==> src/rtl/reg_file_if.sv <==
// reg_file port bundle: read ports, write port,
// pending scoreboard and stall.
interface reg_file_if #(
  parameter int DATA_W = 32
);
  logic [4:0]        RA1;
  logic [4:0]        RA2;
  logic              RA1_USE;
  logic              RA2_USE;
  logic [DATA_W-1:0] RD1;
  logic [DATA_W-1:0] RD2;
  logic              WE;
  logic [4:0]        WA;
  logic [DATA_W-1:0] WD;
  logic              PEND_SET;
  logic [4:0]        PEND_RA;
  logic [31:0]       PEND;
  logic              STALL;

  modport master (
    output RA1, RA2, RA1_USE, RA2_USE,
    output WE, WA, WD, PEND_SET, PEND_RA,
    input  RD1, RD2, PEND, STALL
  );

  modport slave (
    input  RA1, RA2, RA1_USE, RA2_USE,
    input  WE, WA, WD, PEND_SET, PEND_RA,
    output RD1, RD2, PEND, STALL
  );
endinterface

==> src/rtl/reg_file.sv <==
// 32-entry register file, 2R/1W, with a pending
// scoreboard for multi-cycle producers and a stall flag.
module reg_file #(
  parameter int DATA_W = 32,
  parameter bit BYPASS = 1'b1
) (
  input logic      CLK,
  input logic      RSTN,
  reg_file_if.slave bus
);

  logic [DATA_W-1:0] r_regs [1:31];
  logic [31:1]       r_pend;

  logic w_wr;
  logic w_set;
  logic w_hit1;
  logic w_hit2;
  logic w_haz1;
  logic w_haz2;
  logic [31:0] w_pend;
  logic [DATA_W-1:0] w_rd1;
  logic [DATA_W-1:0] w_rd2;

  assign w_wr  = bus.WE && (bus.WA != 5'd0);
  assign w_set = bus.PEND_SET && (bus.PEND_RA != 5'd0);

  assign w_hit1 = BYPASS && bus.WE
                  && (bus.WA == bus.RA1);
  assign w_hit2 = BYPASS && bus.WE
                  && (bus.WA == bus.RA2);

  assign w_pend = {r_pend, 1'b0};

  // register storage; r0 is never stored
  always_ff @(posedge CLK or negedge RSTN) begin
    if (!RSTN) begin
      for (int i = 1; i < 32; i++)
        r_regs[i] <= '0;
    end else if (w_wr) begin
      r_regs[bus.WA] <= bus.WD;
    end
  end

  // scoreboard: write-back clears, issue sets; set wins
  always_ff @(posedge CLK or negedge RSTN) begin
    if (!RSTN) begin
      r_pend <= '0;
    end else begin
      for (int i = 1; i < 32; i++) begin
        if (w_set && (bus.PEND_RA == 5'(i)))
          r_pend[i] <= 1'b1;
        else if (w_wr && (bus.WA == 5'(i)))
          r_pend[i] <= 1'b0;
      end
    end
  end

  // read port 1: r0, then forwarded write, then storage
  always_comb begin
    w_rd1 = '0;
    if (bus.RA1 == 5'd0)
      w_rd1 = '0;
    else if (w_hit1)
      w_rd1 = bus.WD;
    else
      w_rd1 = r_regs[bus.RA1];
  end

  // read port 2: r0, then forwarded write, then storage
  always_comb begin
    w_rd2 = '0;
    if (bus.RA2 == 5'd0)
      w_rd2 = '0;
    else if (w_hit2)
      w_rd2 = bus.WD;
    else
      w_rd2 = r_regs[bus.RA2];
  end

  // a pending operand stalls unless forwarded this cycle
  always_comb begin
    w_haz1 = bus.RA1_USE && w_pend[bus.RA1] && !w_hit1;
    w_haz2 = bus.RA2_USE && w_pend[bus.RA2] && !w_hit2;
  end

  assign bus.RD1   = w_rd1;
  assign bus.RD2   = w_rd2;
  assign bus.PEND  = w_pend;
  assign bus.STALL = w_haz1 || w_haz2;

endmodule

==> src/flat_wrapper.sv <==
// flat-port wrapper written by rule: the top's interface ports become plain ports
module reg_file_flat 
#(
  parameter int DATA_W = 32,
  parameter bit BYPASS = 1'b1
)
  (CLK, RSTN, bus_RA1, bus_RA2, bus_RA1_USE, bus_RA2_USE, bus_WE, bus_WA, bus_WD, bus_PEND_SET, bus_PEND_RA, bus_RD1, bus_RD2, bus_PEND, bus_STALL);
  reg_file_if #(.DATA_W(DATA_W)) bus_i ();
  input logic CLK;
  input logic RSTN;
  input wire logic [$bits(bus_i.RA1)-1:0] bus_RA1;
  input wire logic [$bits(bus_i.RA2)-1:0] bus_RA2;
  input wire logic [$bits(bus_i.RA1_USE)-1:0] bus_RA1_USE;
  input wire logic [$bits(bus_i.RA2_USE)-1:0] bus_RA2_USE;
  input wire logic [$bits(bus_i.WE)-1:0] bus_WE;
  input wire logic [$bits(bus_i.WA)-1:0] bus_WA;
  input wire logic [$bits(bus_i.WD)-1:0] bus_WD;
  input wire logic [$bits(bus_i.PEND_SET)-1:0] bus_PEND_SET;
  input wire logic [$bits(bus_i.PEND_RA)-1:0] bus_PEND_RA;
  output wire logic [$bits(bus_i.RD1)-1:0] bus_RD1;
  output wire logic [$bits(bus_i.RD2)-1:0] bus_RD2;
  output wire logic [$bits(bus_i.PEND)-1:0] bus_PEND;
  output wire logic [$bits(bus_i.STALL)-1:0] bus_STALL;
  assign bus_i.RA1 = bus_RA1;
  assign bus_i.RA2 = bus_RA2;
  assign bus_i.RA1_USE = bus_RA1_USE;
  assign bus_i.RA2_USE = bus_RA2_USE;
  assign bus_i.WE = bus_WE;
  assign bus_i.WA = bus_WA;
  assign bus_i.WD = bus_WD;
  assign bus_i.PEND_SET = bus_PEND_SET;
  assign bus_i.PEND_RA = bus_PEND_RA;
  assign bus_RD1 = bus_i.RD1;
  assign bus_RD2 = bus_i.RD2;
  assign bus_PEND = bus_i.PEND;
  assign bus_STALL = bus_i.STALL;
  reg_file #(.DATA_W(DATA_W), .BYPASS(BYPASS)) u_core (.CLK(CLK), .RSTN(RSTN), .bus(bus_i));
endmodule
==> config.mk <==
export PLATFORM = sky130hd
export DESIGN_NAME = reg_file_flat
export DESIGN_NICKNAME = d
export VERILOG_FILES = /design/src/rtl/reg_file_if.sv /design/src/rtl/reg_file.sv /design/src/flat_wrapper.sv
export SDC_FILE = /design/constraint.sdc
export NUM_CORES = 2
export LEC_CHECK = 0
export ABC_CLOCK_PERIOD_IN_PS = 7400
export CORE_MARGIN = 10
export CORE_UTILIZATION = 31
export CTS_CLUSTER_SIZE = 8
export DETAILED_ROUTE_END_ITERATION = 7
export DONT_BUFFER_PORTS = 1
export SLEW_MARGIN = 20
export SYNTH_ARGS = -nofsm -noshare
export SYNTH_HDL_FRONTEND = slang
export SYNTH_SLANG_ARGS = --single-unit
==> constraint.sdc <==
create_clock -name CLK -period 7.4 [get_ports CLK]
set_input_delay 1.48 -clock CLK [delete_from_list [all_inputs] [get_ports CLK]]
set_output_delay 1.48 -clock CLK [all_outputs]
set_load 0.01 [all_outputs]
# ---- Word level (Yosys, flattened, before mapping)
# Cells that the tools add are included.
dict set report classes {
  add_sub_neg 0
  n_mul 0
  div 0
  n_lt_le_gt_ge 6
  n_eq_ne 64
  n_shift 0
  n_mux 79
  bitwise_logic 3
  n_reduce_logical 109
}
# operator n
set ops {}
lappend ops {{$bwmux 992} 1}
lappend ops {{$bmux 32 s5} 2}
lappend ops {{$mux 32} 9}
lappend ops {{$demux 32 s5} 1}
lappend ops {{$eq 5x5->1 const B} 32}
lappend ops {{$eq 5x4->1 const B} 16}
lappend ops {{$logic_and 1x1->1} 71}
lappend ops {{$mux 1} 64}
lappend ops {{$reduce_bool 2->1} 31}
lappend ops {{$eq 5x3->1 const B} 8}
lappend ops {{$eq 5x2->1 const B} 4}
lappend ops {{$ge 6x6->1 const B} 3}
lappend ops {{$not 5->6} 3}
lappend ops {{$lt 5x6->1 const B} 2}
lappend ops {{$bmux 1 s5} 2}
lappend ops {{$eq 5x1->1 const B} 2}
lappend ops {{$eq 5x5->1} 2}
lappend ops {{$logic_not 5->1} 2}
lappend ops {{$reduce_bool 5->1} 2}
lappend ops {{$lt 6x1->1 const B} 1}
lappend ops {{$logic_not 1->1} 2}
lappend ops {{$logic_or 1x1->1} 1}
dict set report totals {
  reg_bits 1023
  latch_bits 0
  ramBits 0
  rom_bits 0
  out_inout_bits 97
  n_memories 0
}

# ---- Longest topological paths before layout
dict set report logic_depth {
  depth_word 6
  ltp_mapped 10
}

# ---- Worst setup path after synthesis
# No wires, ideal clock.
dict set report synth_timing {
  kind {input to output}
  from {input bus_RA2[2]}
  to {output bus_RD2[10]}
  t_arrival_ns 3.112
  t_required_ns 5.920
  setup_slack_ns 2.808
  cell_stages 8
  path_buffers 3
  cell_sequence {buf_2 -> xor2_1 -> nor3_1 -> a311o_1 -> buf_4 -> buf_2 -> a211oi_1 -> a2111oi_1}
}
dict set report synth_between {
  elab_chain_len 6
  elab_cells_between_ends 9
}
# element line
set synth_lines {}
lappend synth_lines {{start, declared} flat_wrapper.sv:12} ;# input wire logic [$bits(bus_i.RA2)-1:0] bus_RA2;
lappend synth_lines {{$not 5->6 (not written as such)} reg_file.sv:78} ;# w_rd2 = r_regs[bus.RA2];
lappend synth_lines {{$bmux 32 s5} reg_file.sv:78}
lappend synth_lines {{$mux 32 (not written as such) (2 in series)} reg_file.sv:78}
lappend synth_lines {{$mux 32} reg_file.sv:75} ;# else if (w_hit2)
lappend synth_lines {{$mux 32 *} reg_file.sv:73} ;# if (bus.RA2 == 5'd0)
lappend synth_lines {{end, declared} flat_wrapper.sv:21} ;# output wire logic [$bits(bus_i.RD2)-1:0] bus_RD2;
# Every way passes the cells marked *; elsewhere a longest branch is shown, timed or not. The select of a mux whose other input is x is not followed.

# ---- Worst setup path after layout
dict set report layout_timing {
  from {input bus_RA2[0]}
  to {output bus_RD2[30]}
}
# The elaborated chain is that of the path after synthesis.

==> flow_summary_export.csv <==
group,metric,value,unit
clock_network,ctsLongestPathBuffers,3,
clock_network,cts_tree,"done",
placement,place_congestion,0.809,
synthesis,synth.most_common_cell,"mux2_2",
clock_network,cts_made_buffers,146,
critical_path,crit_chain,"xnor2_1, a311o_2, a211oi_1, a2111oi_1, buf_4",
power,p_leak,25.6,nW
synthesis,seq_area_frac_synth,45.9,%
drt,vias,35600,
critical_path,arrival,4.81,ns
final_layout,multiInputGateArea,0.0282,mm2
die,ioPinCount,155,
critical_path,cp-startpoint,"bus_RA2[0]",
synthesis,synth_top_area_cell,"dfrtp_1",
final_layout,drive_above_1_share,51.0,%
sta,finalCriticalPeriod,6.29,ns
synthesis,syn_inst,3799,
global_routing,antenna_found_initial,2,
global_routing,overflow,0,
clock_network,post_cts.repair.setup_buffers,0,
drt,drtPass1Iterations,7,
drt,post_drt_wl_per_cell,30.9,um
global_routing,grt_pass1_vias,36800,
drt,via_per_inst,5.97,
drt,drc,0,
run_status,status,"completed",
global_routing,grtUsageTotal,18.2,%
drt,met1Wirelength,71100,um
critical_path,slowest_stage,"a2111oi_1",
critical_path,max_stage_delay,1.03,ns
sta,slew_violations,0,
die,rows,155,
clock_network,htree_levels,4,
job,cap_violations,0,
drt,highest_layer,"met4",
final_layout,syn_to_final_growth,10.1,%
clock_network,cts_root_buf,"clkbuf_16",
synthesis,synth_top_area_share,45.9,%
drt,drt-total-wl,185000,um
critical_path,start_kind,"input pin",
synthesis,ys_async_sr_fraction,100,%
die,die_y,444,um
synthesis,synth-compound-area-share,4.81,%
drt,wl_met2,90800,um
synthesis,ys_ff_latch,1023,
global_routing,grt_pass1_wl,268000,um
die,core_area,0.179,mm2
final_layout,fill_cells,17000,
placement,portBuffers,0,
synthesis,synth_fa_ha_area_share,0,%
critical_path,worstSetupPathType,"in -> out",
sta,finalSetupViolations,0,
synthesis,yosys_warnings,0,
synthesis,syn_avg_cell_area,14.7,um2
synthesis,synth_cell_types,60,
synthesis,synth_common_cells,"1034 x mux2_2, 1023 x dfrtp_1, 447 x mux4_2, 165 x buf_2, 161 x nor2_1",
placement,dpl.hpwl,103000,um
power,max-vdd-ir-drop,0.204,mV
synthesis,synthMuxAreaShare,41.9,%
clock_network,clk_pin_slew,0.05,ns
global_routing,grt_max_degree,284,
final_layout,regArea,0.0256,mm2
clock_network,hold_buffers,0,
sta,fin_ws,1.11,ns
critical_path,cpLargestDelayFamily,"compound AO/OA/AOI/OAI gates",
sta,setup_tns,0,ns
clock_network,ctsResizeCount,0,
critical_path,timing.rr.start,"u_core.r_pend[25]",
final_layout,fin_nets,3662,
synthesis,synthTopCellsByArea,"dfrtp_1 46%, mux2_2 21%, mux4_2 18%",
die,die_w,444,um
drt,drtIter0Drc,3216,
critical_path,cp.required,5.92,ns
die,start_util,31.2,%
synthesis,synth_top_family_by_area,"multiplexers",
drt,wl_met3,12700,um
clock_network,clkSinkCount,1023,
critical_path,critical_path.endpoint_type,"output port",
die,die-area,0.197,mm2
synthesis,synth_edf_count,0,
power,power.density,272,mW/mm2
hold_path,min_path_type,"in -> async",
synthesis,synthesis.area,0.0557,mm2
sta,tightest_slew,1.18,ns
synthesis,synth_simple_gate_area_share,3.16,%
sta,fin_worst_skew,0,ns
sta,hold_violations,0,
synthesis,synth_fp_nets,3857,
synthesis,ys.flop_type,"dfrtp_1",
clock_network,clk_latency,0.76,ns
sta,rsz0062_at_grt,"no",
placement,dp_slack,1.70,ns
drt,drtAntennaViolNets,0,
sta,min_period_over_period,85.0,%
synthesis,synth_xor_area_share,0.157,%
critical_path,worstPathMaxFanout,283,
sta,slew_headroom,21.2,%
sta,timing.fmax,0.159,GHz
critical_path,path_buf_inv,1,
==> registers in the layout, summed over array words and instances, names as in the netlist <==
register,cells
u_core.r_pend,31
u_core.r_regs,992
==> layout make-up <==
cell class	instances	area share, %
clock inverter	6	0.0979
antenna	2	0.00816
tap	2355	4.80
inverter	6	0.0408
multi-input combinational	2352	45.9
timing repair buffer	75	1.27
sequential	1023	41.7
clock buffer	152	6.15
==> kinds of logic after synthesis <==
kind of cell,after synthesis
other,1
flip-flops,1023
multiplexers,1618
AND/OR/NAND/NOR,365
AO/OA/AOI/OAI,358
buffers and inverters,424
XOR/XNOR,10
==> per-stage QoR <==
stage	area, um2	utilization, %	hold slack, ns	instances	total power, mW
5_1_grt	61300	34.3	0.408	5971	17.3
2_1_floorplan	55700	-	0.491	3799	10.0
6_report	61300	34.3	0.433	5971	16.7
4_1_cts	61300	34.3	0.388	5968	16.8
3_5_place_dp	57500	32.2	0.509	5810	10.8
3_3_place_gp	57300	32.1	0.499	5804	10.6
==> final timing paths <==
check | endpoint | slack [ns] | cells past startpoint
worst max-delay path | bus_RD2[30] | 1.11 | 5
worst min-delay path | u_core.r_regs[27] | 0.43 | 0
worst max register to register | u_core.r_pend[25] | 6.55 | 2
worst min register to register | u_core.r_regs[167] | 0.52 | 1
max in group asynchronous | u_core.r_regs[468] | 4.20 | 5
min in group CLK | u_core.r_regs[167] | 0.52 | 1
==> worst register-to-register path, delay by kind of cell (launching register included) <==
kind	cells	cell delay [ns]
flip-flops	1	0.46
AO/OA/AOI/OAI	2	0.26
==> metal layers <==
layer	global-route usage, %	vias up
li1	-	14300
met1	21.9	19400
met2	30.5	1437
met3	4.14	464
met4	9.40	0
met5	0	-
==> cell usage in the layout (no fill, tap or decap), types with 5 or more instances in the layout <==
cell	n
nor3_1	67
mux2i_1	79
a22oi_1	31
dfrtp_1	1023
a22o_1	27
nor4_1	33
nand2_1	30
a211oi_1	64
o21ai_0	45
a221oi_1	33
xor2_1	7
mux2_2	1034
o221ai_1	32
mux4_2	447
buf_4	62
nand2_2	13
nor2_4	12
clkbuf_16	150
nand3b_1	8
buf_16	10
a2111oi_2	14
mux2_4	58
o22ai_1	97
nor2_1	147
inv_1	5
==> power breakdown <==
group          leakage, nW  internal, mW  total [mW]  switching (mW)
Clock                 1.89          3.55        5.99            2.44
Combinational         10.6          2.02        3.15            1.13
Sequential            13.1          6.71        7.56           0.849
Total                 25.6          12.3        16.7            4.42
Note: power is estimated with default switching activity, not from simulation.
